### config.mk
export PLATFORM = sky130hd
export DESIGN_NAME = isdu_ctrl_flat
export DESIGN_NICKNAME = d
export VERILOG_FILES = /design/src/rtl/isdu_ctrl_if.sv /design/src/rtl/isdu_ctrl.sv /design/src/flat_wrapper.sv
export SDC_FILE = /design/constraint.sdc
export NUM_CORES = 1
export LEC_CHECK = 0
export BUFFER_PORTS_ARGS = -buffer_cell sky130_fd_sc_hd__buf_2
export CORE_MARGIN = 10
export CORE_UTILIZATION = 51
export CTS_CLUSTER_SIZE = 40
export DETAILED_ROUTE_END_ITERATION = 10
export PLACE_DENSITY = 0.8
export REMOVE_ABC_BUFFERS = 1
export SYNTH_ARGS = -nofsm -noshare
export SYNTH_HDL_FRONTEND = slang
export SYNTH_SLANG_ARGS = --single-unit
### constraint.sdc
create_clock -name Clk -period 2.3 [get_ports Clk]
set_input_delay 0.46 -clock Clk [delete_from_list [all_inputs] [get_ports Clk]]
set_output_delay 0.46 -clock Clk [all_outputs]
set_load 0.02 [all_outputs]
### src/rtl/isdu_ctrl_if.sv
// -----------------------------------------------------------------------------
// isdu_ctrl_if -- bundle between the ISDU controller and the LC-3 datapath.
//
// Contents:
//   Run, Continue        operator start / resume requests (datapath -> ctrl)
//   Opcode, IR_5, IR_11  instruction fields used for decode (datapath -> ctrl)
//   BEN                  registered branch-enable (datapath -> ctrl)
//   LD_*                 register load enables (ctrl -> datapath)
//   Gate*                bus drivers, at most one per cycle (ctrl -> datapath)
//   PCMUX, ADDR2MUX,
//   ALUK, DRMUX, SR1MUX,
//   SR2MUX, ADDR1MUX     datapath selects (ctrl -> datapath)
//   MIO_EN               MDR source: 1 = memory, 0 = bus
//   Mem_OE_n, Mem_WE_n   memory strobes, active-low
//   State                current controller state, for debug
//
// Handshake: there is no valid/ready pair here. Run and Continue are level
// requests sampled on rising Clk only in the states that honour them; every
// control output is a pure function of the current state (plus IR_5 and the
// wait counter), valid for the whole cycle.
//
// Modports: master = controller side, slave = datapath / testbench side.
// -----------------------------------------------------------------------------
interface isdu_ctrl_if;
   logic       Run;
   logic       Continue;
   logic [3:0] Opcode;
   logic       IR_5;
   logic       IR_11;
   logic       BEN;

   logic       LD_MAR, LD_MDR, LD_IR, LD_BEN, LD_CC, LD_REG, LD_PC;
   logic       GatePC, GateMDR, GateALU, GateMARMUX;
   logic [1:0] PCMUX;
   logic [1:0] ADDR2MUX;
   logic [1:0] ALUK;
   logic       DRMUX, SR1MUX, SR2MUX, ADDR1MUX;
   logic       MIO_EN;
   logic       Mem_OE_n, Mem_WE_n;
   logic [4:0] State;

   modport master (
      input  Run, Continue, Opcode, IR_5, IR_11, BEN,
      output LD_MAR, LD_MDR, LD_IR, LD_BEN, LD_CC, LD_REG, LD_PC,
      output GatePC, GateMDR, GateALU, GateMARMUX,
      output PCMUX, ADDR2MUX, ALUK,
      output DRMUX, SR1MUX, SR2MUX, ADDR1MUX,
      output MIO_EN, Mem_OE_n, Mem_WE_n, State
   );

   modport slave (
      output Run, Continue, Opcode, IR_5, IR_11, BEN,
      input  LD_MAR, LD_MDR, LD_IR, LD_BEN, LD_CC, LD_REG, LD_PC,
      input  GatePC, GateMDR, GateALU, GateMARMUX,
      input  PCMUX, ADDR2MUX, ALUK,
      input  DRMUX, SR1MUX, SR2MUX, ADDR1MUX,
      input  MIO_EN, Mem_OE_n, Mem_WE_n, State
   );
endinterface

### src/rtl/isdu_ctrl.sv
// -----------------------------------------------------------------------------
// isdu_ctrl -- LC-3 instruction sequencer / decode unit (Moore FSM).
//
// Ports:
//   Clk    in  clock, all state changes on the rising edge
//   Reset  in  synchronous, active-high; forces HALTED and clears the wait
//              counter from any state, taking priority over Run/Continue
//   bus    isdu_ctrl_if.master -- decode inputs in, datapath controls out,
//              plus State (debug view of the FSM encoding)
//
// Parameter:
//   MEM_WAIT  memory access cycles per read/write (1..7)
//
// Memory states (S33, S25, S16) dwell MEM_WAIT cycles using a 3-bit counter
// that is zero on entry and only counts while the FSM stays put, so it peaks
// at MEM_WAIT-1 and never wraps.
// -----------------------------------------------------------------------------
module isdu_ctrl #(
   parameter int MEM_WAIT = 2
) (
   input  logic         Clk,
   input  logic         Reset,
   isdu_ctrl_if.master  bus
);

   typedef enum logic [4:0] {
      HALTED = 5'd0,  S18    = 5'd1,  S33    = 5'd2,  S35 = 5'd3,
      S32    = 5'd4,  S01    = 5'd5,  S05    = 5'd6,  S09 = 5'd7,
      S00    = 5'd8,  S22    = 5'd9,  S12    = 5'd10, S04 = 5'd11,
      S21    = 5'd12, S20    = 5'd13, S06    = 5'd14, S25 = 5'd15,
      S27    = 5'd16, S07    = 5'd17, S23    = 5'd18, S16 = 5'd19,
      PAUSE1 = 5'd20, PAUSE2 = 5'd21
   } state_t;

   localparam logic [2:0] WAIT_LAST = 3'(MEM_WAIT - 1);

   state_t     state, state_next;
   logic [2:0] wait_cnt;
   logic       wait_last;
   logic       in_wait_state;

   assign wait_last     = (wait_cnt == WAIT_LAST);
   assign in_wait_state = (state == S33) || (state == S25) || (state == S16);
   assign bus.State     = state;

   always_ff @(posedge Clk) begin
      if (Reset) begin
         state    <= HALTED;
         wait_cnt <= 3'd0;
      end else begin
         state <= state_next;
         // Leaving any state zeroes the counter, so every entry starts at 0.
         if (state_next != state || !in_wait_state)
            wait_cnt <= 3'd0;
         else
            wait_cnt <= wait_cnt + 3'd1;
      end
   end

   always_comb begin
      state_next     = state;
      bus.LD_MAR     = 1'b0;
      bus.LD_MDR     = 1'b0;
      bus.LD_IR      = 1'b0;
      bus.LD_BEN     = 1'b0;
      bus.LD_CC      = 1'b0;
      bus.LD_REG     = 1'b0;
      bus.LD_PC      = 1'b0;
      bus.GatePC     = 1'b0;
      bus.GateMDR    = 1'b0;
      bus.GateALU    = 1'b0;
      bus.GateMARMUX = 1'b0;
      bus.PCMUX      = 2'd0;
      bus.ADDR2MUX   = 2'd0;
      bus.ALUK       = 2'd0;
      bus.DRMUX      = 1'b0;
      bus.SR1MUX     = 1'b0;
      bus.SR2MUX     = 1'b0;
      bus.ADDR1MUX   = 1'b0;
      bus.MIO_EN     = 1'b0;
      bus.Mem_OE_n   = 1'b1;
      bus.Mem_WE_n   = 1'b1;

      unique case (state)
         HALTED: if (bus.Run) state_next = S18;
         S18: begin
            bus.GatePC = 1'b1;
            bus.LD_MAR = 1'b1;
            bus.LD_PC  = 1'b1;
            state_next = S33;
         end
         S33, S25: begin
            // Memory read: MDR captures on the last wait cycle only.
            bus.Mem_OE_n = 1'b0;
            bus.MIO_EN   = 1'b1;
            bus.LD_MDR   = wait_last;
            if (wait_last) state_next = (state == S33) ? S35 : S27;
         end
         S35: begin
            bus.GateMDR = 1'b1;
            bus.LD_IR   = 1'b1;
            state_next  = S32;
         end
         S32: begin
            bus.LD_BEN = 1'b1;
            case (bus.Opcode)
               4'b0001: state_next = S01;
               4'b0101: state_next = S05;
               4'b1001: state_next = S09;
               4'b0000: state_next = S00;
               4'b1100: state_next = S12;
               4'b0100: state_next = S04;
               4'b0110: state_next = S06;
               4'b0111: state_next = S07;
               4'b1101: state_next = PAUSE1;
               default: state_next = S18;
            endcase
         end
         S01, S05, S09: begin
            bus.SR1MUX  = 1'b1;
            bus.SR2MUX  = bus.IR_5;
            bus.ALUK    = (state == S01) ? 2'd0 : (state == S05) ? 2'd1 : 2'd2;
            bus.GateALU = 1'b1;
            bus.LD_REG  = 1'b1;
            bus.LD_CC   = 1'b1;
            state_next  = S18;
         end
         S00: state_next = bus.BEN ? S22 : S18;
         S22, S21: begin
            bus.ADDR2MUX = (state == S22) ? 2'd2 : 2'd3;
            bus.PCMUX    = 2'd2;
            bus.LD_PC    = 1'b1;
            state_next   = S18;
         end
         S12, S20: begin
            bus.SR1MUX  = 1'b1;
            bus.ALUK    = 2'd3;
            bus.GateALU = 1'b1;
            bus.PCMUX   = 2'd1;
            bus.LD_PC   = 1'b1;
            state_next  = S18;
         end
         S04: begin
            bus.GatePC = 1'b1;
            bus.DRMUX  = 1'b1;
            bus.LD_REG = 1'b1;
            state_next = bus.IR_11 ? S21 : S20;
         end
         S06, S07: begin
            bus.SR1MUX     = 1'b1;
            bus.ADDR1MUX   = 1'b1;
            bus.ADDR2MUX   = 2'd1;
            bus.GateMARMUX = 1'b1;
            bus.LD_MAR     = 1'b1;
            state_next     = (state == S06) ? S25 : S23;
         end
         S27: begin
            bus.GateMDR = 1'b1;
            bus.LD_REG  = 1'b1;
            bus.LD_CC   = 1'b1;
            state_next  = S18;
         end
         S23: begin
            // Store data comes from the register file via ALU pass-through.
            bus.ALUK    = 2'd3;
            bus.GateALU = 1'b1;
            bus.LD_MDR  = 1'b1;
            state_next  = S16;
         end
         S16: begin
            bus.Mem_WE_n = 1'b0;
            if (wait_last) state_next = S18;
         end
         // Two-step pause so one Continue pulse yields exactly one resume.
         PAUSE1: if (bus.Continue)  state_next = PAUSE2;
         PAUSE2: if (!bus.Continue) state_next = S18;
         default: state_next = HALTED;
      endcase
   end

endmodule

### src/flat_wrapper.sv
// flat-port wrapper written by rule: the top's interface ports become plain ports
module isdu_ctrl_flat 
#(
   parameter int MEM_WAIT = 2
)
  (Clk, Reset, bus_Run, bus_Continue, bus_Opcode, bus_IR_5, bus_IR_11, bus_BEN, bus_LD_MAR, bus_LD_MDR, bus_LD_IR, bus_LD_BEN, bus_LD_CC, bus_LD_REG, bus_LD_PC, bus_GatePC, bus_GateMDR, bus_GateALU, bus_GateMARMUX, bus_PCMUX, bus_ADDR2MUX, bus_ALUK, bus_DRMUX, bus_SR1MUX, bus_SR2MUX, bus_ADDR1MUX, bus_MIO_EN, bus_Mem_OE_n, bus_Mem_WE_n, bus_State);
  isdu_ctrl_if bus_i ();
  input  logic Clk;
  input  logic Reset;
  input wire logic [$bits(bus_i.Run)-1:0] bus_Run;
  input wire logic [$bits(bus_i.Continue)-1:0] bus_Continue;
  input wire logic [$bits(bus_i.Opcode)-1:0] bus_Opcode;
  input wire logic [$bits(bus_i.IR_5)-1:0] bus_IR_5;
  input wire logic [$bits(bus_i.IR_11)-1:0] bus_IR_11;
  input wire logic [$bits(bus_i.BEN)-1:0] bus_BEN;
  output wire logic [$bits(bus_i.LD_MAR)-1:0] bus_LD_MAR;
  output wire logic [$bits(bus_i.LD_MDR)-1:0] bus_LD_MDR;
  output wire logic [$bits(bus_i.LD_IR)-1:0] bus_LD_IR;
  output wire logic [$bits(bus_i.LD_BEN)-1:0] bus_LD_BEN;
  output wire logic [$bits(bus_i.LD_CC)-1:0] bus_LD_CC;
  output wire logic [$bits(bus_i.LD_REG)-1:0] bus_LD_REG;
  output wire logic [$bits(bus_i.LD_PC)-1:0] bus_LD_PC;
  output wire logic [$bits(bus_i.GatePC)-1:0] bus_GatePC;
  output wire logic [$bits(bus_i.GateMDR)-1:0] bus_GateMDR;
  output wire logic [$bits(bus_i.GateALU)-1:0] bus_GateALU;
  output wire logic [$bits(bus_i.GateMARMUX)-1:0] bus_GateMARMUX;
  output wire logic [$bits(bus_i.PCMUX)-1:0] bus_PCMUX;
  output wire logic [$bits(bus_i.ADDR2MUX)-1:0] bus_ADDR2MUX;
  output wire logic [$bits(bus_i.ALUK)-1:0] bus_ALUK;
  output wire logic [$bits(bus_i.DRMUX)-1:0] bus_DRMUX;
  output wire logic [$bits(bus_i.SR1MUX)-1:0] bus_SR1MUX;
  output wire logic [$bits(bus_i.SR2MUX)-1:0] bus_SR2MUX;
  output wire logic [$bits(bus_i.ADDR1MUX)-1:0] bus_ADDR1MUX;
  output wire logic [$bits(bus_i.MIO_EN)-1:0] bus_MIO_EN;
  output wire logic [$bits(bus_i.Mem_OE_n)-1:0] bus_Mem_OE_n;
  output wire logic [$bits(bus_i.Mem_WE_n)-1:0] bus_Mem_WE_n;
  output wire logic [$bits(bus_i.State)-1:0] bus_State;
  assign bus_i.Run = bus_Run;
  assign bus_i.Continue = bus_Continue;
  assign bus_i.Opcode = bus_Opcode;
  assign bus_i.IR_5 = bus_IR_5;
  assign bus_i.IR_11 = bus_IR_11;
  assign bus_i.BEN = bus_BEN;
  assign bus_LD_MAR = bus_i.LD_MAR;
  assign bus_LD_MDR = bus_i.LD_MDR;
  assign bus_LD_IR = bus_i.LD_IR;
  assign bus_LD_BEN = bus_i.LD_BEN;
  assign bus_LD_CC = bus_i.LD_CC;
  assign bus_LD_REG = bus_i.LD_REG;
  assign bus_LD_PC = bus_i.LD_PC;
  assign bus_GatePC = bus_i.GatePC;
  assign bus_GateMDR = bus_i.GateMDR;
  assign bus_GateALU = bus_i.GateALU;
  assign bus_GateMARMUX = bus_i.GateMARMUX;
  assign bus_PCMUX = bus_i.PCMUX;
  assign bus_ADDR2MUX = bus_i.ADDR2MUX;
  assign bus_ALUK = bus_i.ALUK;
  assign bus_DRMUX = bus_i.DRMUX;
  assign bus_SR1MUX = bus_i.SR1MUX;
  assign bus_SR2MUX = bus_i.SR2MUX;
  assign bus_ADDR1MUX = bus_i.ADDR1MUX;
  assign bus_MIO_EN = bus_i.MIO_EN;
  assign bus_Mem_OE_n = bus_i.Mem_OE_n;
  assign bus_Mem_WE_n = bus_i.Mem_WE_n;
  assign bus_State = bus_i.State;
  isdu_ctrl #(.MEM_WAIT(MEM_WAIT)) u_core (.Clk(Clk), .Reset(Reset), .bus(bus_i));
endmodule
* Yosys cells after proc, flatten, opt, wreduce, memory -nomap -nowiden
Memories as Yosys holds them, arrays and structs flattened.
Index checks and enable logic that the tools add are counted.
** Operators by class
- Add/sub/neg operators :: 1
- Equality and inequality tests :: 23
- Muxes and demuxes :: 33
- Reduce and logical (&&, ||, !) cells :: 21
** Operator list (count)
- $pmux W5 S13 :: 1
- $eq A5 B4 Y1 const B :: 8
- $mux W5 :: 7
- $eq A5 B5 Y1 const B :: 6
- $eq A5 B3 Y1 const B :: 4
- $mux W1 :: 18
- $reduce_or A2 Y1 :: 7
- $pmux W2 S2 :: 3
- $eq A5 B2 Y1 const B :: 2
- $reduce_or A5 Y1 :: 2
- $reduce_or A3 Y1 :: 3
- $reduce_or A8 Y1 :: 1
- $reduce_or A7 Y1 :: 1
- $reduce_or A6 Y1 :: 1
- $eq A5 B1 Y1 const B :: 1
- $logic_not A5 Y1 :: 1
- $ne A5 B5 Y1 :: 1
- $mux W2 :: 2
- $mux W4 :: 1
- $reduce_or A4 Y1 :: 1
- $add A3 B1 Y3 const B :: 1
- $eq A3 B1 Y1 const B :: 1
- $logic_or A1 B1 Y1 :: 3
- $pmux W1 S2 :: 1
- $logic_not A1 Y1 :: 1
** Storage, ports and cells
- Register bits :: 8
- Memory bits (read-only) :: 80
- Input bits :: 11
- Output and inout port bits :: 29
- Word-level logic and storage cells :: 81
- Memories kept :: 1
** Memory list
- (no name shown) :: depth 16, width 5, rd ports 1, clocked after memory_dff 0, write ports 0, line isdu_ctrl.sv:106 : case (bus.Opcode)

* Depth between registers and ports, before layout
- Depth in word-level cells :: 7
- Depth in mapped cells :: 7
- Mapped depth without buffers :: 7

* Worst setup path before layout
No wires, ideal clock.
- Kind :: reg2out
- Start point :: register u_core.state[3] (netlist: u_core.bus.State[3])
- End point :: output bus_LD_REG
- Arrival :: 2.062 ns
- Required time :: 1.840 ns
- Path slack :: -0.222 ns
- Cell stages (with the launch flop) :: 6
- Path buffers :: 2
- Path through :: dfxtp_1 > buf_2 > buf_1 > inv_1 > nor4_1 > nand2b_1
** On the way
- Longest elaborated chain between the ends :: 3
- Elaborated cells on any way between the ends :: 7
- Classes of those cells :: eq/ne (5); mux (1); reduce/logical (1)
** Ends and longest elaborated chain
- start, declared :: line isdu_ctrl.sv:37 : state_t state, state_next;
- start signal, assigned :: line isdu_ctrl.sv:51 : state <= state_next;
- $eq A5 B3 Y1 (tied with other cells) :: line isdu_ctrl.sv:84 : unique case (state)
- $reduce_or A5 Y1 (no source line) *
- $mux W1 * :: line isdu_ctrl.sv:84
- end, declared :: line flat_wrapper.sv:21 : output wire logic [$bits(bus_i.LD_REG)-1:0] bus_LD_REG;
Every way passes the cells marked *; elsewhere a longest branch is shown, timed or not.

* Worst setup path in the final report
- Start point :: register u_core.state[4] (netlist: u_core.bus.State[4])
- End point :: output bus_GateALU
** On the way
- Longest elaborated chain between the ends :: 3
- Elaborated cells on any way between the ends :: 8
- Classes of those cells :: eq/ne (6); mux (1); reduce/logical (1)
** Ends and longest elaborated chain
- $eq A5 B3 Y1 (tied with other cells) :: line isdu_ctrl.sv:84
- $reduce_or A6 Y1 (no source line) *
- $mux W1 * :: line isdu_ctrl.sv:84
- end, declared :: line flat_wrapper.sv:25 : output wire logic [$bits(bus_i.GateALU)-1:0] bus_GateALU;
Marked as above.

==> out/qor.csv <==
stage,metric,value,unit
cts,CTS tree,built,
floorplan,area of the placeable core,2250,um^2
logic_synthesis,sequential-to-total area share from yosys stat,13.0,%
logic_synthesis,area of the mapped netlist,1230,um^2
floorplan,overall die width,69.1,um
grt,wire length of the first global-routing pass,6510,um
layout,Nets,246,
drt,total routed wirelength,4010,um
logic_synthesis,number of distinct library cell variants in the gate-level netlist after synthesis,53,
cts,Skew-Pair Late Insertion Delay,260,ps
floorplan,Vert. Die Dim,69.1,um
critical_path,highest fanout seen on the critical path,12,
layout,share of cells above drive strength 1,29.2,%
critical_path,CP max-delay cell,sky130_fd_sc_hd__dfxtp_1,
logic_synthesis,share of flip-flops with an asynchronous set or reset,0,%
logic_synthesis,dominant combinational cell family by area after synthesis,simple AND/OR/NAND/NOR gates,
critical_path,Worst R2R Setup Slack,290,ps
layout,fraction of the core area covered by cells at the end of the flow,67.5,%
logic_synthesis,multiplexer area fraction after synthesis,1.63,%
power_and_ir_drop,internal power component,0.280,mW
cts,Hold Buf Count CTS,0,
timing,highest attainable clock frequency,0.462,GHz
drt,Via-to-Cell Ratio,6.19,
placed_design,post-detail-place hpwl,3200,um
placed_design,input/output buffers,39,
timing,remaining max-slew budget at the tightest pin,71.2,%
drt,DRC violations left,0,
floorplan,starting density of the core,54.5,%
layout,number of antenna repair diodes,0,
cts,postcts setup bufs,0,
logic_synthesis,dominant cell type by area after synthesis,sky130_fd_sc_hd__dfxtp_1,
worst_hold_path,hold path start,Reset,
logic_synthesis,Synth top area share,13.0,%
critical_path,"Cell Chain, Critical Path",buf_4 > and2b_1 > o21ai_0 > o21ai_0 > a22o_1 > buf_2,
logic_synthesis,most numerous cell in the Yosys netlist,sky130_fd_sc_hd__nor2_1,
cts,CTS max path bufs,2,
critical_path,critical path's most frequent cell,sky130_fd_sc_hd__o21ai_0,
logic_synthesis,"top cells by area, synth","sky130_fd_sc_hd__dfxtp_1 (13%), sky130_fd_sc_hd__o21ai_0 (7.7%), sky130_fd_sc_hd__ha_1 (7.1%)",
logic_synthesis,adder and majority cell fraction of the synthesized area,7.13,%
power_and_ir_drop,Sw Ratio,39.9,%
timing,Tightest Pin Transition,428,ps
critical_path,FF-to-FF End,u_core.wait_cnt[0]$_SDFF_PP0_,
grt,via count of the first global-routing pass,1409,
status,run status,"finished, final reports clean",
power_and_ir_drop,fraction of power consumed by the clock network,23.6,%
logic_synthesis,Synth Register Bits,8,
logic_synthesis,Avg Inst Size Synth,6.57,um^2
logic_synthesis,cell count after synthesis,187,
timing,final setup violation count,0,
timing,clock tree skew after final layout,4.44,ps
logic_synthesis,number of flops mapped to enable cells by yosys,0,
logic_synthesis,Main synth FF type,sky130_fd_sc_hd__dfxtp_1,
power_and_ir_drop,Power per Cell Area,306,nW/um^2
critical_path,element type at the critical path start,register,
power_and_ir_drop,share of power burned in combinational logic,42.9,%
layout,Layout area overhead,23.9,%
drt,vias,1571,
cts,total CTS buffers,3,
logic_synthesis,ranking of synthesized cells by instance count,"sky130_fd_sc_hd__nor2_1 (21), sky130_fd_sc_hd__o21ai_0 (19), sky130_fd_sc_hd__nand2_1 (17)",
timing,"Hold Violations, Final",0,
cts,H-tree depth,1,
timing,shortest period the worst path allows,2160,ps
power_and_ir_drop,switching pwr,0.186,mW
timing,unrepaired setup endpoints after global routing,no,
grt,total gr overflow,0,
power_and_ir_drop,worst voltage drop across the vdd grid,239,uV
placed_design,routability cong.,0.914,
cts,Sinks on Clock Net,8,
critical_path,required time reported for the critical path endpoint,1840,ps
logic_synthesis,"post-synthesis share of cell area spent on and, or, nand and nor gates",35.7,%
critical_path,r2r worst-path depth,7,
power_and_ir_drop,fraction of power consumed by sequential logic,33.5,%
grt,largest net degree at the start of global routing,20,
critical_path,endpoint class of the critical path,output port,
worst_hold_path,worst min-delay path class,in2reg,
floorplan,Cell Rows,17,
placed_design,standard cell area after detailed placement,1480,um^2
critical_path,worst reg2reg path startpoint,u_core.wait_cnt[1]$_SDFF_PP0_,
job,total of max-cap violations,0,
critical_path,Worst path max stage delay,420,ps
drt,routed wirelength normalized by instance count,15.8,um
worst_hold_path,hold endpoint,u_core.bus.State[3]$_SDFF_PP0_,
critical_path,CP Data Arrival Time,1700,ps
logic_synthesis,post-synthesis share of cell area spent on xor and xnor gates,2.14,%
cts,clock-pin slew of the registers on the worst-case setup and hold paths,60,ps
floorplan,overall die area,4770,um^2
critical_path,Setup Crit Path Kind,reg2out,
drt,Antenna Violating Nets Remaining,0,
grt,Total Routing Usage GR,14.9,%
drt,count of TritonRoute iterations in the first routing pass,4,
cts,Root Buffer,sky130_fd_sc_hd__clkbuf_4,
power_and_ir_drop,Leak,0.716,nW
timing,hold slack,445,ps
logic_synthesis,fraction of the mapped netlist area in compound gates,31.4,%
timing,Final Max Slew Viols,0,
floorplan,Top Ports,40,
drt,number of violations reported at the end of detailed-routing iteration 0,144,
grt,antenna violations before repair,0,
worst_hold_path,hold path cells,2,
layout,Final Instance Area,1520,um^2
logic_synthesis,number of synthesis warnings,0,
timing,final worst path period share,94.1,%
-- cell type report --
class | count | area [um^2]
inverters | 10 | 38.8
clock buffers | 3 | 22.5
fillers | 205 | 732
multi-input cells | 153 | 967
well taps | 28 | 35.0
flip-flops and latches | 8 | 166
repair buffers | 52 | 293
-- layout by cell type (no fill, tap or decap), types with 3 or more instances in the layout --
| cell type | netlist | final |
|---|---|---|
| sky130_fd_sc_hd__buf_2 | 4 | 39 |
| sky130_fd_sc_hd__nor2_1 | 21 | 20 |
| sky130_fd_sc_hd__o21ai_0 | 19 | 19 |
| sky130_fd_sc_hd__nand2_1 | 17 | 17 |
| sky130_fd_sc_hd__a21oi_1 | 13 | 13 |
| sky130_fd_sc_hd__buf_4 | 2 | 13 |
| sky130_fd_sc_hd__inv_1 | 8 | 8 |
| sky130_fd_sc_hd__nand2b_1 | 7 | 7 |
| sky130_fd_sc_hd__ha_1 | 7 | 7 |
| sky130_fd_sc_hd__nand3_1 | 5 | 5 |
| sky130_fd_sc_hd__dfxtp_1 | 8 | 5 |
| sky130_fd_sc_hd__nor4_1 | 5 | 4 |
| sky130_fd_sc_hd__nand3b_1 | 4 | 4 |
| sky130_fd_sc_hd__nor3_1 | 3 | 3 |
| sky130_fd_sc_hd__nor2b_1 | 3 | 3 |
| sky130_fd_sc_hd__a211oi_1 | 3 | 3 |
| sky130_fd_sc_hd__or4b_1 | 3 | 3 |
| sky130_fd_sc_hd__o21ai_1 | 3 | 3 |
| sky130_fd_sc_hd__clkbuf_4 | 0 | 3 |
-- how the worst max path moves through the flow --
| stage | from | endpoint | slack (ps) |
|---|---|---|---|
| 2_1_floorplan | u_core.bus.State[0]$_SDFF_PP0_ | bus_ALUK[1] | -430 |
| 3_3_place_gp | bus_Opcode[1] | u_core.wait_cnt[0]$_SDFF_PP0_ | 130 |
| 3_5_place_dp | bus_Opcode[1] | u_core.wait_cnt[0]$_SDFF_PP0_ | 80 |
| 4_1_cts | u_core.bus.State[0]$_SDFF_PP0_ | bus_LD_PC | 20 |
| 5_1_grt | u_core.bus.State[4]$_SDFF_PP0_ | bus_GateALU | 5 |
| 6_report | u_core.bus.State[4]$_SDFF_PP0_ | bus_GateALU | 140 |
-- through the flow --
step / TNS [ps] / power, mW / std cells / setup slack (ps)
after floorplan: -2550 / 0.281 / 171 / -431
after global placement: 0 / 0.349 / 251 / 134
after detailed placement: 0 / 0.355 / 251 / 81.9
after CTS: 0 / 0.468 / 254 / 21.2
after global routing: 0 / 0.499 / 254 / 5.32
final: 0 / 0.467 / 254 / 136
-- power groups by stage --
stage                     logic, mW  registers [mW]  clock network, mW
final                         0.200           0.156              0.110
after global routing          0.218           0.158              0.123
after CTS                     0.198           0.157              0.114
after detailed placement      0.196           0.159                  0
after global placement        0.190           0.158                  0
after floorplan               0.107           0.174                  0
-- metal layers --
layer | share of wire [%] | up-vias | routed length, um | global-route usage [%]
li1 | - | 755 | - | -
met1 | 42 | 728 | 1680 | 18.9
met2 | 48 | 86 | 1920 | 24.9
met3 | 9.8 | 2 | 394 | 3.99
met4 | 0.27 | 0 | 11 | 2.00
met5 | 0 | - | 0 | 0
-- sequential cells by signal, summed over array words and instances (netlist names) --
register and count:
u_core.wait_cnt 3, u_core.bus.State 5
-- cell families after synthesis --
logic type,Yosys count
adders and majority gates,7
muxes,2
and+or+nand+nor,80
DFF,8
xor gates and xnor gates,3
AOI/OAI and AO/OA,61
buffers and inverters,26
-- critical path, delay by kind of cell, from the launching register on --
| family | cells | cell delay, ps |
|---|---|---|
| AND/OR/NAND/NOR | 1 | 230 |
| flip-flops | 1 | 420 |
| buffers and inverters | 2 | 370 |
| AO/OA/AOI/OAI | 3 | 420 |
-- timing repair --
item | CTS | global route
gates cloned | 0 | 0
gates resized for setup | 3 | 4
endpoints found under the setup margin | 11 | 19
Power figures use the tool's default switching activity.
